--- src/rtl/msf_pkg.sv ---
// Shared types and helpers for the MSF bit slicer: FSM states, decoded-second
// record, saturating magnitude and the slot-pattern decoder.
package msf_pkg;

  typedef enum logic [1:0] {
    ST_IDLE  = 2'd0,
    ST_SLOTS = 2'd1,
    ST_DONE  = 2'd2
  } msf_state_t;

  localparam int MSF_NUM_SLOTS = 5;

  typedef struct packed {
    logic a;
    logic b;
    logic minute;
    logic err;
  } msf_sec_t;

  // -32768 has no positive counterpart, so it clips to 32767.
  function automatic logic [15:0] msf_mag(input logic signed [15:0] x);
    logic signed [15:0] neg;
    neg = -x;
    if (x == 16'sh8000) return 16'h7fff;
    else if (x[15])     return $unsigned(neg);
    else                return $unsigned(x);
  endfunction

  // s[i] = 1 when slot i was carrier-off.
  function automatic msf_sec_t msf_decode(input logic [MSF_NUM_SLOTS-1:0] s);
    msf_sec_t r;
    r = '0;
    if (!s[0])            r.err    = 1'b1;
    else if (&s)          r.minute = 1'b1;
    else if (s[3] | s[4]) r.err    = 1'b1;
    else begin
      r.a = s[1];
      r.b = s[2];
    end
    return r;
  endfunction

endpackage

--- src/rtl/msf_peak_tracker.sv ---
// Carrier-on level tracker: loads |average| when it exceeds the held peak,
// otherwise decays the peak by peak >> DECAY_SHIFT on every valid strobe.
module msf_peak_tracker
  import msf_pkg::*;
#(
  parameter int DECAY_SHIFT = 10
) (
  input  logic               clk,
  input  logic               rst,
  input  logic               valid_i,
  input  logic signed [15:0] average_i,
  output logic        [15:0] peak_o
);

  logic [15:0] mag;
  logic [15:0] peak_q, peak_d;

  assign mag = msf_mag(average_i);

  always_comb begin
    if (mag > peak_q) peak_d = mag;
    else              peak_d = peak_q - (peak_q >> DECAY_SHIFT);
  end

  always_ff @(posedge clk or posedge rst) begin
    if (rst)          peak_q <= '0;
    else if (valid_i) peak_q <= peak_d;
  end

  assign peak_o = peak_q;

endmodule

--- src/rtl/msf_bit_slicer.sv ---
// MSF bit slicer: splits each second into five 100 ms slots, takes an off/on
// decision mid-slot and decodes bits A/B. Define MSF_SLICER_PEAK_TRACK_EN for
// the adaptive threshold; otherwise threshold_fixed is used.
module msf_bit_slicer
  import msf_pkg::*;
#(
  parameter int SLOT_SAMPLES = 2500,
  parameter int DECAY_SHIFT  = 10
) (
  input  logic               clk,
  input  logic               rst,
  input  logic signed [15:0] average,
  input  logic               valid,
  input  logic               one_sec_marker,
  input  logic        [15:0] threshold_fixed,
  output logic               bit_a,
  output logic               bit_b,
  output logic               minute_marker,
  output logic               frame_err,
  output logic               sec_valid,
  output logic        [15:0] carrier_level
);

  localparam int             CW        = $clog2(SLOT_SAMPLES);
  localparam logic [CW-1:0]  HALF      = CW'(SLOT_SAMPLES / 2);
  localparam logic [CW-1:0]  LAST      = CW'(SLOT_SAMPLES - 1);
  localparam logic [2:0]     LAST_SLOT = 3'(MSF_NUM_SLOTS - 1);

  logic [15:0] thr;
  logic        off;

`ifdef MSF_SLICER_PEAK_TRACK_EN
  logic [15:0] peak;
  logic        unused_thr_fixed;

  msf_peak_tracker #(.DECAY_SHIFT(DECAY_SHIFT)) u_peak (
    .clk       (clk),
    .rst       (rst),
    .valid_i   (valid),
    .average_i (average),
    .peak_o    (peak)
  );

  assign carrier_level    = peak;
  assign thr              = peak >> 1;
  assign unused_thr_fixed = ^threshold_fixed;
`else
  localparam int unused_decay = DECAY_SHIFT;
  assign carrier_level = '0;
  assign thr           = threshold_fixed;
`endif

  // thr is the registered level from before this strobe's tracker update.
  assign off = msf_mag(average) < thr;

  msf_state_t        state_q, state_d;
  logic [CW-1:0]     cnt_q, cnt_d;
  logic [2:0]        slot_q, slot_d;
  logic [3:0]        s_q, s_d;
  msf_sec_t          res_q, res_d;
  logic              sv_q, sv_d;
  logic              mark_q;
  logic              rise;

  assign rise = one_sec_marker & ~mark_q;

  always_comb begin
    state_d = state_q;
    cnt_d   = cnt_q;
    slot_d  = slot_q;
    s_d     = s_q;
    res_d   = res_q;
    sv_d    = 1'b0;
    case (state_q)
      ST_IDLE, ST_DONE: begin
        if (rise) begin
          // A strobe coinciding with the edge is sample 0 of the new frame.
          state_d = ST_SLOTS;
          cnt_d   = valid ? CW'(1) : '0;
          slot_d  = '0;
          s_d     = '0;
        end else begin
          state_d = ST_IDLE;
        end
      end
      ST_SLOTS: begin
        if (rise) begin
          res_d     = '0;
          res_d.err = 1'b1;
          sv_d      = 1'b1;
          cnt_d     = valid ? CW'(1) : '0;
          slot_d    = '0;
          s_d       = '0;
        end else if (valid) begin
          if (cnt_q == HALF) begin
            if (slot_q == LAST_SLOT) begin
              res_d   = msf_decode({off, s_q});
              sv_d    = 1'b1;
              state_d = ST_DONE;
            end else begin
              s_d[slot_q[1:0]] = off;
            end
          end
          if (cnt_q == LAST) begin
            cnt_d  = '0;
            slot_d = slot_q + 3'd1;
          end else begin
            cnt_d = cnt_q + CW'(1);
          end
        end
      end
      default: state_d = ST_IDLE;
    endcase
  end

  always_ff @(posedge clk or posedge rst) begin
    if (rst) begin
      state_q <= ST_IDLE;
      cnt_q   <= '0;
      slot_q  <= '0;
      s_q     <= '0;
      res_q   <= '0;
      sv_q    <= 1'b0;
      mark_q  <= 1'b0;
    end else begin
      state_q <= state_d;
      cnt_q   <= cnt_d;
      slot_q  <= slot_d;
      s_q     <= s_d;
      res_q   <= res_d;
      sv_q    <= sv_d;
      mark_q  <= one_sec_marker;
    end
  end

  assign bit_a         = res_q.a;
  assign bit_b         = res_q.b;
  assign minute_marker = res_q.minute;
  assign frame_err     = res_q.err;
  assign sec_valid     = sv_q;

endmodule

--- config.mk ---
export PLATFORM = sky130hd
export DESIGN_NAME = msf_bit_slicer
export DESIGN_NICKNAME = d
export VERILOG_FILES = /design/src/rtl/msf_pkg.sv /design/src/rtl/msf_peak_tracker.sv /design/src/rtl/msf_bit_slicer.sv
export SDC_FILE = /design/constraint.sdc
export NUM_CORES = 1
export LEC_CHECK = 0
export BUFFER_PORTS_ARGS = -buffer_cell sky130_fd_sc_hd__buf_2
export CAP_MARGIN = 20
export CORE_MARGIN = 2
export CORE_UTILIZATION = 54
export DETAILED_ROUTE_END_ITERATION = 16
export MAX_ROUTING_LAYER = met4
export PLACE_DENSITY = 0.86
export SLEW_MARGIN = 25
export SYNTH_ARGS = -nofsm -noshare
export SYNTH_HDL_FRONTEND = slang
export SYNTH_SLANG_ARGS = --single-unit
--- constraint.sdc ---
create_clock -name clk -period 3.9 [get_ports clk]
set_clock_uncertainty 0.2 [all_clocks]
set_input_delay 0.78 -clock clk [delete_from_list [all_inputs] [get_ports clk]]
set_output_delay 0.78 -clock clk [all_outputs]
set_load 0.1 [all_outputs]
==> out/metrics.cfg, run 1 <==
[clock_network]
htree_levels = 1
cts_tree = yes
clkLatencyLatePin_ps = 270
postCtsHoldBufs = 0
numCtsBuffers = 3
clockRootBuffer = clkbuf_8
post_cts_buffers = 0
clk_pin_slew_ps = 90
cts_resized = 0
clk_path_buf_depth = 2
clkSinkCount = 27

[yosys]
yosysSeqAreaShare_pct = 28.2
ys_warn_count = 0
synth.avg_cell_area_um2 = 8.49
syn_inst = 282
synth-edff-count = 0
synth_area_leader_cell = dfrtp_1
async_flop_share_pct = 100
ys_types = 52
yosys_register_bits = 27
netlist.area_leader.share_pct = 28.2
ys.flop_type = dfrtp_1
synth_area_leaders = dfrtp_1 28%, ha_1 12%, buf_4 5.6%
netlist_area_um2 = 2390

[critical_path]
r2r_slack_ps = 1290
endpoint_kind = register
worst_ep_required_time_ps = 3870
cp.arrival_ps = 3510
path_class = in -> reg
worst-path-buf-inv = 2
cpPeakStageDelay_ps = 440
worst_setup_path_start_kind = primary input
crit_family = simple AND/OR/NAND/NOR gates
cp_common_cell = nand2_1
rr_worst_depth = 5
crit_path_start = average[4]
worst-path-max-fanout = 4
crit_path_cell_trace = buf_2, nor3_1, nand3_1, buf_4, o31ai_1, xor2_1, nand2_1, ha_1, and4_1, nand2_1, a2111oi_4, or3_1, a32o_1
slowest_stage = or3_1
reg2reg_from = cnt_q[2]
rr_endpoint = slot_q[2]

[hold_path]
min_path_cells = 1
hp-class = reg -> reg
min-delay-start = minute_marker
holdPathEnd = minute_marker

[cells_and_area]
finalNonFillerCells = 379
nets = 386
diodes = 0
drive_above_1_share_pct = 19.9
final_area_um2 = 2680
fin_util_pct = 61.9
area_growth_pct = 11.8

[power_and_ir_drop]
max-vdd-ir-drop_mv = 0.255
cellLeakagePower_nw = 1.38
p_per_area_nw_per_um2 = 314
total_power_mw = 0.839

[die]
dieArea_um2 = 4980
ios = 57
core_area_um2 = 4320
std_cell_rows = 24
dieHeight_um = 70.6
fp.dieW_um = 70.6
initial_core_util_pct = 55.4

[detailed_routing]
drt_wl_total_um = 4990
dr.pass1.iters = 4
vias = 2131
antenna_left = 0
drtIter0Drc = 96
drc_errors = 0
avgViaCountPerCell = 5.62
wl_per_cell_um = 13.2

[placement]
numPortBuffers = 40
gp_congestion = 0.909
hpwl_um = 4000
dp_cells = 375
placed_area_um2 = 2630
dp_slack_ps = 70.0

[outcome]
status = complete, no violations

[timing]
rsz0062_at_grt = no
final_max_slew_viol_count = 0
worstMarginPinSlew_ps = 819
timing.hold.ws_ps = 278
relSlewSlack_pct = 44.0
setup_viol = 0
timing.setup.tns_ps = 0
max_freq_mhz = 282
finalWorstSetupSlack_ps = 358
fin_crit_sh_pct = 90.8
hold_viol_final = 0
fin_crit_ps = 3540

[global_routing]
track_usage_pct = 20.7
grt_pass1_wl_um = 8380
grt_max_degree = 28
grt-ovfl-total = 0
antenna_found_initial = 0
grt_pass1_vias = 1996

[flow_run]
cap_violations = 0

area by class of cell:
| class | instances | area, µm² |
|---|---|---|
| inverters | 27 | 101 |
| well taps | 52 | 65.1 |
| fillers | 353 | 1650 |
| repair buffers | 49 | 268 |
| clock inverters | 1 | 7.51 |
| multi-input cells | 220 | 1520 |
| flip-flops and latches | 27 | 676 |
| clock buffers | 3 | 41.3 |
state kept, by name, summed over array words and instances, names as in the netlist:
name           flops
cnt_q             12
s_q                4
slot_q             3
state_q            2
bit_a              1
bit_b              1
frame_err          1
mark_q             1
minute_marker      1
sec_valid          1
power breakdown:
group	switching (mW)	internal, mW	total [mW]
logic	0.213	0.114	0.328
clock network	0.0858	0.0725	0.158
registers	0.0407	0.312	0.353
routing by layer:
| metal | track usage [%] | routed length (µm) |
|---|---|---|
| met5 | - | 0 |
| met4 | 6.50 | 72 |
| met3 | 2.71 | 307 |
| met2 | 35.0 | 2450 |
| met1 | 25.8 | 2160 |
how the worst max path moves through the flow:
stage / to / slack, ps / cells after the start
floorplan: bit_a / 190 / 12
global placement: bit_a / 100 / 12
detailed placement: bit_b / 70 / 12
CTS: bit_b / 350 / 12
global route: s_q[3] / 80 / 13
finish: bit_b / 360 / 13
worst reg2reg max path, delay by kind of cell (launching register included):
| kind | cells | cell delay, ps |
|---|---|---|
| simple gates | 3 | 1270 |
| compound gates | 2 | 580 |
| flops | 1 | 450 |
logic make-up (layout without fill, tap and decap cells):
logic type	count (synthesis)	in the layout	share of synthesized area (%)
fa+ha+maj	22	22	11.5
xor+xnor	19	19	6.95
other cells	1	16	0.157
buf+inv	50	80	10.7
mux	1	1	0.418
flops	27	27	28.2
compound gates	54	54	16.3
simple gates	108	108	25.7
placed cells by master (no fill, tap or decap), types with 6 or more instances in the layout:
cell / n
nor2_1: 19
conb_1: 16
o21ai_1: 6
dfrtp_1: 27
ha_1: 22
buf_4: 9
nand4_1: 7
nand2_1: 36
inv_1: 25
xnor2_1: 6
a21o_1: 6
nand3_1: 9
o31ai_1: 8
xor2_1: 13
a21oi_1: 11
buf_2: 40
Yosys cell counts (3+ instances only):
| cell type | count |
|---|---|
| xor2_1 | 13 |
| nand3_1 | 9 |
| buf_4 | 18 |
| o21ai_0 | 5 |
| a21o_1 | 6 |
| nand2_1 | 36 |
| o31ai_1 | 8 |
| nor2b_1 | 3 |
| ha_1 | 22 |
| dfrtp_1 | 27 |
| nor3_1 | 3 |
| o21a_1 | 4 |
| nand2b_1 | 3 |
| clkbuf_1 | 4 |
| nand4_1 | 7 |
| inv_1 | 26 |
| nor4_1 | 3 |
| nor2_1 | 19 |
| or3_1 | 4 |
| o21ai_1 | 6 |
| and4_1 | 3 |
| a21oi_1 | 11 |
| xnor2_1 | 6 |
(Power assumes the default switching activity.)
==> inputs of run 2 (changes only) <==
CORE_ASPECT_RATIO = 0.75   (was default)
==> run 2 against run 1 <==
  * Count of clock-buffer cells in the layout did not move
  * Die area rose by 0.11%
  * Non-clock buffer count rose by 1
  * Power rose by 0.41%
  * Register-to-register slack barely moved
  * Maximum frequency fell by 0.46%
  * Worst setup slack got worse by 17 ps
  * Global-route usage rose by 1.8 points
  * Wire length rose by 3.0%
  * Sequential cell count did not move
  * Highest routed layer unchanged
==> out/metrics.cfg, run 2 (same netlist as run 1, synthesis figures left out) <==
[placement]
placed_area_um2 = 2640
hpwl_um = 4150
dp_slack_ps = 71.8
numPortBuffers = 40
gp_congestion = 0.904

[critical_path]
endpoint_kind = register
reg2reg_from = cnt_q[2]
worst_ep_required_time_ps = 3880
rr_endpoint = slot_q[2]
cp.arrival_ps = 3540
worst_setup_path_start_kind = primary input
rr_worst_depth = 5
path_class = in -> reg
r2r_slack_ps = 1300
worst-path-max-fanout = 7

[cells_and_area]
drive_above_1_share_pct = 20.1
reg_top3 = cnt_q x12, s_q x4, slot_q x3
area_growth_pct = 12.3
final_area_um2 = 2690
largest_register_ffs = 12
diodes = 0
nets = 387
final_cell_mix = 40 x buf_2, 36 x nand2_1, 27 x dfrtp_1, 25 x inv_1, 22 x ha_1
largest-register = cnt_q
final_common_cell = buf_2

[global_routing]
track_usage_pct = 22.5
grt_pass1_wl_um = 8330
antenna_found_initial = 0
grt-ovfl-total = 0
grt_max_degree = 28
grt_pass1_vias = 1866

[detailed_routing]
dr.pass1.iters = 4
vias = 2052
drtIter0Drc = 93
drc_errors = 0
wl_per_cell_um = 13.4
antenna_left = 0
drt_wl_total_um = 5140
avgViaCountPerCell = 5.36

[hold_path]
hp-class = reg -> reg
holdPathEnd = minute_marker
min-delay-start = minute_marker
min_path_cells = 1

[die]
dieHeight_um = 61.7
initial_core_util_pct = 57.6
dieArea_um2 = 4990
fp.dieW_um = 80.9
std_cell_rows = 20
core_area_um2 = 4150
ios = 57

[clock_network]
clockRootBuffer = clkbuf_8
clkSinkCount = 27
htree_levels = 1
clk_path_buf_depth = 2
postCtsHoldBufs = 0
numCtsBuffers = 3
cts_tree = yes
clk_pin_slew_ps = 100
post_cts_buffers = 0
clkLatencyLatePin_ps = 280
cts_resized = 0

[timing]
max_freq_mhz = 281
finalWorstSetupSlack_ps = 342
timing.setup.tns_ps = 0
final_max_slew_viol_count = 0
hold_viol_final = 0
relSlewSlack_pct = 32.6
fin_crit_ps = 3560
worstMarginPinSlew_ps = 985
setup_viol = 0
rsz0062_at_grt = no
fin_crit_sh_pct = 91.2

[power_and_ir_drop]
cellLeakagePower_nw = 1.39
p_per_area_nw_per_um2 = 314
max-vdd-ir-drop_mv = 0.150

[outcome]
status = complete, no violations

[flow_run]
cap_violations = 0

[run 2: metal layers]
layer  GRT usage (%)  share of wire, %  vias to the layer above
met5               -                 0                        -
met1            30.5                49                      939
li1                -                 -                     1055
met3            3.67               4.6                        2
met4            5.57              0.66                        0
met2            35.4                46                       56
[run 2: how the worst max path moves through the flow]
stage | endpoint | from | slack, ps | depth (start not counted)
floorplan | bit_a | average[1] | 190 | 12
global route | frame_err | average[4] | 170 | 13
CTS | frame_err | average[4] | 380 | 13
global placement | bit_b | average[1] | 160 | 12
finish | bit_a | average[1] | 340 | 14
detailed placement | bit_a | average[1] | 70 | 12
[run 2: power by group]
part / switching, mW / leakage, nW / internal (mW) / total, mW
combinational: 0.211 / 1.01 / 0.115 / 0.327
clock: 0.0922 / 0.0217 / 0.0727 / 0.165
sequential: 0.0383 / 0.354 / 0.312 / 0.351
total: 0.342 / 1.39 / 0.501 / 0.843
[run 2: worst max-delay path, stage by stage]
cell     delay (ps)
buf_2           120
inv_1            60
ha_1            160
buf_4           130
nand3_1         110
or3_1           520
buf_4           200
nand2_1          80
ha_1            250
a21oi_1         190
o21a_1          150
o22ai_1         100
or3_1           400
a32o_1          280
[run 2: cell type report]
class                   instances  area, µm²
clock buffers                   3       41.3
clock inverters                 1       7.51
fillers                       367       1470
inverters                      27        101
multi-input cells             220       1520
flip-flops and latches         27        676
well taps                      55       68.8
repair buffers                 50        275
[run 2: metrics by stage]
step | instances | total power [mW] | hold slack (ps) | util, %
final | 383 | 0.843 | 292 | 64.7
after global routing | 383 | 0.901 | 315 | 64.7
after CTS | 383 | 0.846 | 294 | 64.7
after detailed placement | 379 | 0.681 | 270 | 63.5
after global placement | 379 | 0.668 | 262 | 63.5
after floorplan | 297 | 0.620 | 254 | -
